<file path="src/rtl/dtlb_cache_pkg.sv">
// Shared state encodings and kseg0/kseg1 address-segment decode for the DTLB cache.
// The main TLB answers one cycle after tlb_vaddr changes; the FSM is built around that.
package dtlb_cache_pkg;

    typedef enum logic [1:0] {
        ST_IDLE  = 2'd0,
        ST_QUERY = 2'd1,
        ST_FILL  = 2'd2
    } state_t;

    localparam logic [2:0] CATTR_UNCACHED = 3'd2;
    localparam logic [1:0] SEG_UNMAPPED   = 2'b10;
    localparam logic       SEG_KSEG1      = 1'b1;

    function automatic logic is_unmapped(input logic [31:0] vaddr);
        return vaddr[31:30] == SEG_UNMAPPED;
    endfunction

endpackage

</file>
<file path="src/rtl/dtlb_cache_onehot_enc.sv">
// One-hot match vector to binary entry index; purely combinational.
// An all-zero input yields index 0, so callers qualify the result with their own hit flag.
module dtlb_cache_onehot_enc #(
    parameter int N = 4,
    parameter int W = 2
) (
    input  logic [N-1:0] onehot,
    output logic [W-1:0] idx
);

    always_comb begin
        idx = '0;
        for (int i = 0; i < N; i++) begin
            if (onehot[i]) idx |= W'(i);
        end
    end

endmodule

</file>
<file path="src/rtl/dtlb_cache.sv">
// Small translation cache in front of the main TLB: hits and unmapped segments answer in the
// same cycle, misses answer two cycles later; the requester holds its request until resp_valid.
module dtlb_cache
    import dtlb_cache_pkg::*;
#(
    parameter int ENTRIES    = 4,
    parameter int VPN_W      = 20,
    parameter int CACHE_MISS = 1
) (
    input  logic        clk,
    input  logic        reset,
    input  logic        req_valid,
    input  logic [31:0] req_vaddr,
    input  logic        req_write,
    input  logic [2:0]  config_k0,
    input  logic        flush,
    output logic        resp_valid,
    output logic [31:0] resp_paddr,
    output logic        resp_miss,
    output logic        resp_invalid,
    output logic        resp_dirty,
    output logic [2:0]  resp_cattr,
    output logic [31:0] tlb_vaddr,
    input  logic [31:0] tlb_paddr,
    input  logic        tlb_miss,
    input  logic        tlb_invalid,
    input  logic        tlb_dirty,
    input  logic [2:0]  tlb_cattr
);

    localparam int OFF_W = 32 - VPN_W;
    localparam int IDX_W = (ENTRIES > 1) ? $clog2(ENTRIES) : 1;

    state_t state, state_nxt;

    logic [ENTRIES-1:0] ent_vld;
    logic [VPN_W-1:0]   ent_vpn   [ENTRIES];
    logic [VPN_W-1:0]   ent_ppn   [ENTRIES];
    logic [ENTRIES-1:0] ent_miss, ent_inv, ent_dirty;
    logic [2:0]         ent_cattr [ENTRIES];

    logic [IDX_W-1:0] victim, fill_idx, hit_idx;
    logic             fill_byp;
    logic [VPN_W-1:0] byp_ppn;
    logic             byp_miss, byp_inv, byp_dirty;
    logic [2:0]       byp_cattr;

    logic [ENTRIES-1:0] match;
    logic               hit, unmapped, to_bypass, do_fill;
    logic               unused_ok;

    assign unused_ok = ^{req_write, tlb_paddr[OFF_W-1:0]};
    assign unmapped  = is_unmapped(req_vaddr);

    always_comb begin
        for (int i = 0; i < ENTRIES; i++) begin
            match[i] = ent_vld[i] && (ent_vpn[i] == req_vaddr[31:OFF_W]);
        end
    end
    assign hit = |match;

    dtlb_cache_onehot_enc #(.N(ENTRIES), .W(IDX_W)) u_enc (
        .onehot (match),
        .idx    (hit_idx)
    );

    // Without miss caching, faulting translations are parked in the bypass register instead.
    assign to_bypass = (CACHE_MISS == 0) && (tlb_miss || tlb_invalid);
    assign do_fill   = (state == ST_QUERY) && !flush && !to_bypass;

    always_comb begin
        state_nxt    = state;
        resp_valid   = 1'b0;
        resp_paddr   = '0;
        resp_miss    = 1'b0;
        resp_invalid = 1'b0;
        resp_dirty   = 1'b0;
        resp_cattr   = '0;
        case (state)
            ST_IDLE: begin
                if (req_valid) begin
                    if (unmapped) begin
                        resp_valid = 1'b1;
                        resp_paddr = {3'b000, req_vaddr[28:0]};
                        resp_cattr = (req_vaddr[29] == SEG_KSEG1) ? CATTR_UNCACHED : config_k0;
                    end else if (hit) begin
                        resp_valid   = 1'b1;
                        resp_paddr   = {ent_ppn[hit_idx], req_vaddr[OFF_W-1:0]};
                        resp_miss    = ent_miss[hit_idx];
                        resp_invalid = ent_inv[hit_idx];
                        resp_dirty   = ent_dirty[hit_idx];
                        resp_cattr   = ent_cattr[hit_idx];
                    end else begin
                        state_nxt = ST_QUERY;
                    end
                end
            end
            ST_QUERY: state_nxt = flush ? ST_IDLE : ST_FILL;
            ST_FILL: begin
                // Offset comes from tlb_vaddr: the requester may already have dropped req_vaddr.
                resp_valid = 1'b1;
                if (fill_byp) begin
                    resp_paddr   = {byp_ppn, tlb_vaddr[OFF_W-1:0]};
                    resp_miss    = byp_miss;
                    resp_invalid = byp_inv;
                    resp_dirty   = byp_dirty;
                    resp_cattr   = byp_cattr;
                end else begin
                    resp_paddr   = {ent_ppn[fill_idx], tlb_vaddr[OFF_W-1:0]};
                    resp_miss    = ent_miss[fill_idx];
                    resp_invalid = ent_inv[fill_idx];
                    resp_dirty   = ent_dirty[fill_idx];
                    resp_cattr   = ent_cattr[fill_idx];
                end
                state_nxt = ST_IDLE;
            end
            default: state_nxt = ST_IDLE;
        endcase
        if (reset) resp_valid = 1'b0;
    end

    always_ff @(posedge clk) begin
        if (reset) begin
            state     <= ST_IDLE;
            ent_vld   <= '0;
            victim    <= '0;
            fill_idx  <= '0;
            fill_byp  <= 1'b0;
            tlb_vaddr <= '0;
            byp_ppn   <= '0;
            byp_miss  <= 1'b0;
            byp_inv   <= 1'b0;
            byp_dirty <= 1'b0;
            byp_cattr <= '0;
        end else begin
            state <= state_nxt;
            if (state == ST_IDLE && req_valid && !unmapped && !hit) tlb_vaddr <= req_vaddr;
            if (flush) begin
                ent_vld <= '0;
            end else if (state == ST_QUERY) begin
                if (to_bypass) begin
                    fill_byp  <= 1'b1;
                    byp_ppn   <= tlb_paddr[31:OFF_W];
                    byp_miss  <= tlb_miss;
                    byp_inv   <= tlb_invalid;
                    byp_dirty <= tlb_dirty;
                    byp_cattr <= tlb_cattr;
                end else begin
                    fill_byp        <= 1'b0;
                    fill_idx        <= victim;
                    ent_vld[victim] <= 1'b1;
                    victim          <= (victim == IDX_W'(ENTRIES - 1)) ? '0 : victim + 1'b1;
                end
            end
        end
    end

    always_ff @(posedge clk) begin
        if (!reset && do_fill) begin
            ent_vpn[victim]   <= tlb_vaddr[31:OFF_W];
            ent_ppn[victim]   <= tlb_paddr[31:OFF_W];
            ent_miss[victim]  <= tlb_miss;
            ent_inv[victim]   <= tlb_invalid;
            ent_dirty[victim] <= tlb_dirty;
            ent_cattr[victim] <= tlb_cattr;
        end
    end

endmodule
</file>
<file path="config.mk">
export PLATFORM = sky130hd
export DESIGN_NAME = dtlb_cache
export DESIGN_NICKNAME = d
export VERILOG_FILES = /design/src/rtl/dtlb_cache_pkg.sv /design/src/rtl/dtlb_cache_onehot_enc.sv /design/src/rtl/dtlb_cache.sv
export SDC_FILE = /design/constraint.sdc
export NUM_CORES = 1
export LEC_CHECK = 0
export CAP_MARGIN = 20
export CELL_PAD_IN_SITES_DETAIL_PLACEMENT = 1
export CELL_PAD_IN_SITES_GLOBAL_PLACEMENT = 1
export CORE_MARGIN = 5
export CORE_UTILIZATION = 49
export DETAILED_ROUTE_END_ITERATION = 7
export GPL_ROUTABILITY_DRIVEN = 0
export PLACE_DENSITY_LB_ADDON = 0.25
export SYNTH_ARGS = -nofsm -noshare
export SYNTH_HDL_FRONTEND = slang
export SYNTH_HIERARCHICAL = 1
export SYNTH_SLANG_ARGS = --single-unit
</file>
<file path="constraint.sdc">
create_clock -name clk -period 14 [get_ports clk]
set_input_delay 2.8 -clock clk [delete_from_list [all_inputs] [get_ports clk]]
set_output_delay 2.8 -clock clk [all_outputs]
set_load 0.01 [all_outputs]
</file>
==> results of run 1 <==
-- metrics by stage --
stage	util, %	hold slack, ns
2_1_floorplan	-	0.419
3_3_place_gp	57.0	0.428
3_5_place_dp	57.0	0.437
4_1_cts	60.9	0.451
5_1_grt	61.2	0.475
6_report	61.2	0.451
-- path summary, 6_finish.rpt --
path                                         startpoint                      end  depth (start not counted)
worst max-delay path                      req_vaddr[21]               resp_dirty                         11
worst min-delay path            ent_vld[0]$_SDFFE_PP0N_  ent_vld[0]$_SDFFE_PP0N_                          1
worst max register to register    state[0]$_SDFFE_PP0P_  ent_vpn[0][2]$_DFFE_PP_                          4
worst min register to register  ent_vld[0]$_SDFFE_PP0N_  ent_vld[0]$_SDFFE_PP0N_                          1
-- state kept, by name, summed over array words and instances, names as in the netlist, named ones only --
register and count:
state 2, ent_inv 4, ent_ppn 80, ent_cattr 12
ent_vpn 80, ent_dirty 4, tlb_vaddr 32, victim 2
ent_vld 4, fill_idx 2, ent_miss 4
-- area by class of cell --
cell class	instances	area share [%]
Clock buffer	37	5.76
Multi-Input combinational cell	422	29.2
Timing Repair Buffer	151	11.6
Inverter	15	0.436
Clock inverter	10	0.621
Tap cell	275	2.67
Sequential cell	228	49.7
-- layout by cell type (no fill, tap or decap), types with 2 or more instances in the layout --
master	instances
sky130_fd_sc_hd__edfxtp_1	184
sky130_fd_sc_hd__clkdlybuf4s50_1	134
sky130_fd_sc_hd__nand2b_1	65
sky130_fd_sc_hd__mux4_2	52
sky130_fd_sc_hd__xnor2_1	51
sky130_fd_sc_hd__dfxtp_1	44
sky130_fd_sc_hd__mux2i_1	32
sky130_fd_sc_hd__xor2_1	29
sky130_fd_sc_hd__clkbuf_16	27
sky130_fd_sc_hd__nand2_1	25
sky130_fd_sc_hd__a21oi_1	24
sky130_fd_sc_hd__nand3_1	22
sky130_fd_sc_hd__nand4_1	17
sky130_fd_sc_hd__a22oi_1	17
sky130_fd_sc_hd__inv_1	15
sky130_fd_sc_hd__nor4_1	14
sky130_fd_sc_hd__buf_4	14
sky130_fd_sc_hd__nor2_1	13
sky130_fd_sc_hd__o21ai_0	12
sky130_fd_sc_hd__a32oi_1	7
sky130_fd_sc_hd__clkbuf_1	7
sky130_fd_sc_hd__nor3_1	5
sky130_fd_sc_hd__nor3b_1	5
sky130_fd_sc_hd__and2_2	4
sky130_fd_sc_hd__a21o_1	4
sky130_fd_sc_hd__ha_1	4
sky130_fd_sc_hd__nor2b_1	3
sky130_fd_sc_hd__clkbuf_8	3
sky130_fd_sc_hd__clkinv_2	3
sky130_fd_sc_hd__clkinv_1	3
sky130_fd_sc_hd__or3b_2	2
sky130_fd_sc_hd__and4_1	2
sky130_fd_sc_hd__nand4b_1	2
sky130_fd_sc_hd__or2_2	2
sky130_fd_sc_hd__o21ai_1	2
sky130_fd_sc_hd__clkinvlp_4	2
-- power by group --
group / internal (mW) / total, mW / leakage [nW] / switching [mW]
Combinational: 0.0561 / 0.115 / 1.75 / 0.0590
Sequential: 0.742 / 0.753 / 2.00 / 0.0108
Clock: 0.387 / 0.655 / 0.398 / 0.268
Total: 1.18 / 1.52 / 4.15 / 0.338
-- metal layers --
metal,part of all wire (%),global-route usage [%],routed length (um)
met4,2.4,8.47,693
met1,37,27.7,10800
met5,0,0,0
met2,54,43.2,15600
met3,6.3,4.29,1820
==> reports/results.txt, run 1 <==
For the arrival time at the worst endpoint, the log shows 6.77 ns. The hold violation total from the final report came out at 0. Of the cells placed in the final design, the portion with a size suffix greater than 1 is 13.7%. After clock tree synthesis, the flow added hold-fix buffers numbering 0. For the number of buffers inserted to repair setup after CTS, the log shows 0. The tools report the number of global-route vias before repair as 7555. In this run the deepest clock path goes through 3 buffers.

Startpoint type of the worst setup path: a primary input. The largest stage delay on the critical path came out at 0.62 ns. In this run the core area contains 53 standard-cell rows. Across the run, the number of max-cap violations was 0. For the number of buffers created by CTS, the log shows 26.

The logs give 0.104 GHz for the top achievable clock speed and 0 ns for the setup TNS. The HPWL after detailed placement is 19100 um. Clock latency on the worst-skew pair, taken at its later pin, is 0.53 ns. In this design, the critical path's most frequently occurring cell is sky130_fd_sc_hd__clkdlybuf4s50_1. The portion of the clock cycle consumed by the worst path in the final layout was 68.4%. Together, buffers and inverters on the worst path number 3.

In this run the vertical extent of the chip is 156 um. The die is 156 um wide. Dividing the detail-routed wire length by the instance count gives 25.5 um. TritonCTS built the clock tree.

The first global-routing pass estimated 43900 um of wire. For the remaining max-slew budget at the tightest pin, the log shows 50.6%. The path class of the tightest hold or removal check is reg -> reg. Setup repair after global routing left no endpoint under its margin. The detailed router finished its first iteration with 492 violations. The starting utilization of the core area was 49.8%.

When the netlist entered floorplanning its net count stood at 804. In this run the cell area measured after placement is 0.0120 mm2. The repair_antennas step left the layout with diodes totalling 0.

For the post-layout net count, the log shows 926. During placement, the flow inserted port buffers numbering 135. In this run the cell area of the synthesized design comes to 0.0105 mm2. The critical path class was in -> out. The number of max-slew violations in the final report is 0.

In this run the clock root is driven by a sky130_fd_sc_hd__clkbuf_16. The die footprint came out at 0.0245 mm2. In the routed layout, each cell is associated on average with a via count of 5.95. The number of H-tree levels came out at 1. For the area of the multi-input gates, the log shows 0.00377 mm2. Wires add up to 29000 um.

OpenSTA, run right after detailed placement, puts the worst setup slack at 4.08 ns. For the worst setup path, the data required time is 11.20 ns. Counting every sink on the clock net gives 228. Dividing total power by cell area gives a power density of 118 mW/mm2. The final antenna-violating net count is 0, and the storage element area is 0.00641 mm2. For this run, the number of Yosys warnings is 6.

The tools report the peak supply drop as 0.000126 V. The time the worst path needs with I/O delays and setup is 9.57 ns, and the post-route standard cell area excluding fillers is 0.0129 mm2. The layout has 1978 filler cells. Overall power consumption after layout is estimated at 1.52 mW. The endpoint kind of the worst setup timing path was a primary output. The slew at the pin with the worst max-slew slack works out to 0.741 ns. Synthesis handed over a netlist of 722 instances. The area growth from synthesis to layout is 22.7%. The count of vias placed by the detailed router came out at 6767. The run gives 149 as the number of top-level pins. The final-report setup violation count was 0; the worst-path maximum fanout was 18. The analysis attributes to cell leakage a power of 4.15 nW. The average instance area after synthesis works out to 14.6 um2. The cell family contributing the most delay on the critical path is buffers and inverters.

The critical-path cell with the highest stage delay is sky130_fd_sc_hd__clkdlybuf4s50_1. In the global route stage, overall resource usage came out at 23.6%. The initial antenna violation count is 0. Setup slack on the critical path of the routed design comes to 4.43 ns. After detailed routing, the number of remaining DRC violations is 0. Entering global routing, the biggest net connects 73 pins. Across all register-to-register paths, the minimum setup slack is 11.02 ns. After floorplanning, the core was sized to cover 0.0211 mm2. The signal on the critical path passes through clkdlybuf4s50_1 > xnor2_1 > nand4_1 > nor4_1 > and4_1 > or2_2 > buf_12 > mux4_2 > a32oi_1 > nor2_1 > clkdlybuf4s50_1. The placed instance count came out at 1088. The flow ran to the end, and the final reports show no timing, DRC or antenna violations.

The aggregate global routing overflow is 0. Once layout is complete, the cells apart from fillers number 1138. The first detailed-routing pass took 5 iterations.

The number of gates resized after cts is 0. The clock skew is 0.0198 ns. The clock transition at the register clock pins on the worst setup and hold paths after CTS is 0.07 ns.
(Power assumes the default switching activity.)
==> inputs of run 2 (changes only) <==
--- a/config.mk
+++ b/config.mk
@@ -9,7 +9,7 @@
 export CELL_PAD_IN_SITES_DETAIL_PLACEMENT = 1
 export CELL_PAD_IN_SITES_GLOBAL_PLACEMENT = 1
 export CORE_MARGIN = 5
-export CORE_UTILIZATION = 49
+export CORE_UTILIZATION = 45
 export DETAILED_ROUTE_END_ITERATION = 7
 export GPL_ROUTABILITY_DRIVEN = 0
 export PLACE_DENSITY_LB_ADDON = 0.25
==> constraint.sdc (replaced) <==
create_clock -name clk -period 9.3 [get_ports clk]
set_input_delay 1.86 -clock clk [delete_from_list [all_inputs] [get_ports clk]]
set_output_delay 1.86 -clock clk [all_outputs]
set_load 0.01 [all_outputs]
==> run 2 against run 1 <==
  * Global-route usage fell by 2.6 points
  * Die area rose by 8.3%
  * Clock-buffer cell count fell by 1
  * Via count fell by 1.2%
  * Wire length fell by 3.5%
  * Largest cell class unchanged
  * First-iteration DRC count fell by 14%
  * Flip-flop and latch count did not move
  * Clock power rose by 42%
  * Non-clock buffer count did not move
  * Utilization fell by 5.8 points
  * Sequential share of layout area barely moved
==> reports/results.txt, run 2 (synthesis results as in run 1) <==
Setup repair after global routing left no endpoint under its margin. The clock transition at the register clock pins on the worst setup and hold paths after CTS works out to 0.06 ns (about the same). The first-pass GRT wire length is 42900 um (-2.2%).

The run gives 0 (unchanged) as the final antenna-violating net count. The number of cells traversed by the worst register-to-register path was 9 (+5). The critical path in this run is classified as in -> out. The wire length per cell after detailed routing works out to 23.7 um (-6.9%).

The tools report the number of gates resized after cts as 0 (unchanged). The clock skew was 0.0159 ns (-0.00384 ns). Most common cell type on the critical path: sky130_fd_sc_hd__clkdlybuf4s50_1. The starting utilization of the core area is 45.2% (-4.7 points), and the slew at the pin with the worst max-slew slack is 0.864 ns (+0.123 ns). The number of global-route vias before repair came out at 7374 (-2.4%). The count of vias placed by the detailed router is 6684 (-1.2%). The top cell types in the final layout, fill and taps aside, are 184 x sky130_fd_sc_hd__edfxtp_1, 134 x sky130_fd_sc_hd__clkdlybuf4s50_1, 65 x sky130_fd_sc_hd__nand2b_1. The combined global-route utilization of all metal layers was 21.0% (-2.6 points). The via density per instance is 5.67 (-4.7%), and the initial antenna violation count is 0 (unchanged). The number of input and output port buffers inserted is 135 (unchanged), and the number of remaining DRC errors is 0 (unchanged). In the final layout, the registers with the most flip-flops are ent_ppn (80), ent_vpn (80), tlb_vaddr (32).

The proportion of layout cells with a drive suffix above 1 works out to 13.1% (-0.53 points). Largest stage delay on the critical path: 0.69 ns (+0.07 ns). The part of the power in the clock network was 41.7% (-1.3 points); the arrival time at the worst endpoint was 6.05 ns (-0.72 ns). The library cell used most frequently in the layout, excluding fill and tap cells, is sky130_fd_sc_hd__edfxtp_1.

Timing would allow up to 0.126 GHz. The hold violation total from the final report came out at 0 (unchanged). The number of buffers created by CTS came out at 25 (-3.8%).

The relative area change from synthesis to final layout works out to 22.6% (about the same). The number of max-slew violations in the final report was 0 (unchanged). TritonCTS built the clock tree.

Worst-path maximum fanout: 15 (-3). The logs give 0 ns (unchanged) for the setup TNS and 0.0265 mm2 (+8.3%) for the die footprint. The run gives 18900 um (-1.2%) as the HPWL after detailed placement.

The peak supply drop was 0.000136 V (+8.6%). The ratio of total power to cell area is 173 mW/mm2 (+47%). The tools report the met1 demand-to-capacity share in global routing as 26.6% (-1.1 points). The number of core rows is 56 (+5.7%). The length of the first detailed-routing pass in iterations is 5 (unchanged). Among all stages on the critical path, the largest delay is contributed by sky130_fd_sc_hd__clkdlybuf4s50_1. The remaining max-slew budget at the tightest pin is 42.4% (-8.2 points). The number of H-tree levels is 1 (unchanged), and the met3 track demand over resource is 3.64% (-0.64 points).

The internal power summed over all cells was 1.75 mW (+48%). The core area is 0.0233 mm2 (+10%). The tools report the max capacitance violation total as 0 (unchanged). The power consumption is 2.24 mW (+47%). The switching fraction of total power was 21.6% (-0.56 points). The global routing stage identified its most utilized layer as met2. For the final-report setup violation count, the log shows 0 (unchanged).

Clock tree synthesis selected as its root buffer the cell sky130_fd_sc_hd__clkbuf_16. The worst setup path is captured at a primary output. In this run the worst hold path is classified as reg -> reg. The logs give 149 (unchanged) for the number of top-level pins and 0.51 ns (-0.02 ns) for the insertion delay to the later sink of the worst-skew pair.

The die extent in y works out to 163 um (+4.1%). For the number of buffers on the longest clock path, the log shows 3 (unchanged). The count of hold buffers inserted by post-cts repair is 0 (unchanged), and the cell count of the worst hold path is 1 (unchanged). The logic gate share of total power came out at 7.7% (about the same). The total clock sinks was 228 (unchanged); the pin count of the biggest net entering global routing was 73 (unchanged).

The register share of total power was 50.7% (+1.3 points); the violation count after the first detailed-route iteration was 421 (-14%). The data required time at the worst endpoint is 7.44 ns (-3.76 ns), and the portion of the clock cycle consumed by the worst path in the final layout is 85.0%. For the number of buffers inserted to repair setup after CTS, the log shows 0 (unchanged).

The signal on the critical path passes through clkdlybuf4s50_1 > xnor2_1 > nand2_1 > or3b_2 > nor4_1 > or2_2 > buf_4 > mux4_2 > a32oi_1 > nor2_1 > clkdlybuf4s50_1. The logs give 0 (unchanged) for the aggregate global routing overflow and 2272 (+15%) for the number of fillers in the final layout. The width of the die is 163 um (+4.1%). Subtracting the final worst setup slack from the clock period gives 7.91 ns. The net load switching power came out at 0.484 mW (+43%). The number of diodes was 0 (unchanged). The tools report the post-layout net count as 925 (-0.11%). STA classifies the critical path startpoint as a primary input. The tools report the final wirelength as 28000 um (-3.5%). Worst reg-to-reg setup slack: 6.20 ns (-4.82 ns).

The static leakage came out at 4.12 nW (-0.71%). Global-route met2 utilization: 37.5% (-5.8 points). The flow ran to the end, and the final reports show no timing, DRC or antenna violations.
## run 2: changes by cell type in the layout (fill, tap and decap cells not counted), sizes merged
cell and delta:
clkbuf -1, inv -1, clkinvlp -1
## run 2: cell type report
class	count	area (um2)	area share, %
flip-flops and latches	228	6410	49.7
inverters	15	56.3	0.437
multi-input cells	422	3770	29.3
well taps	319	399	3.10
clock buffers	36	707	5.49
repair buffers	151	1490	11.5
clock inverters	8	61.3	0.476
## run 2: layer usage
| layer | wire (um) | part of all wire, % | up-vias |
|---|---|---|---|
| li1 | - | - | 2966 |
| met1 | 11000 | 39 | 3438 |
| met2 | 14400 | 52 | 230 |
| met3 | 1900 | 6.8 | 50 |
| met4 | 651 | 2.3 | 0 |
| met5 | 0 | 0 | - |
## run 2: power groups by stage
| stage | Clock, mW | Combinational (mW) | Sequential [mW] |
|---|---|---|---|
| global placement | 0 | 0.163 | 1.15 |
| detailed placement | 0 | 0.172 | 1.15 |
| global route | 1.00 | 0.183 | 1.13 |
| floorplan | 0 | 0.0823 | 1.15 |
| finish | 0.931 | 0.171 | 1.13 |
| CTS | 0.953 | 0.173 | 1.13 |
## run 2: path summary, 6_finish.rpt
path	startpoint	endpoint
worst max-delay path	req_vaddr[13]	resp_invalid
worst min-delay path	ent_vld[0]$_SDFFE_PP0N_	ent_vld[0]$_SDFFE_PP0N_
worst max register to register	ent_vpn[1][9]$_DFFE_PP_	tlb_vaddr[15]$_SDFFE_PP0P_
worst min register to register	ent_vld[0]$_SDFFE_PP0N_	ent_vld[0]$_SDFFE_PP0N_
## run 2: worst max-delay path, delay by kind of cell
family          cells  cell delay [ns]
compound gates      1             0.21
mux                 1             0.54
buf+inv             3             1.57
simple gates        5             1.48
xor+xnor            1             0.37
## run 2: stage by stage
step | area (um2) | setup slack, ns | instances | hold slack (ns) | util, %
after floorplan | 10500 | 2.81 | 722 | 0.419 | -
after global placement | 12100 | 1.38 | 1133 | 0.427 | 51.9
after detailed placement | 12100 | 1.35 | 1134 | 0.434 | 52.1
after CTS | 12900 | 1.36 | 1178 | 0.447 | 55.4
after global routing | 12900 | 1.12 | 1179 | 0.489 | 55.4
final | 12900 | 1.39 | 1179 | 0.446 | 55.4
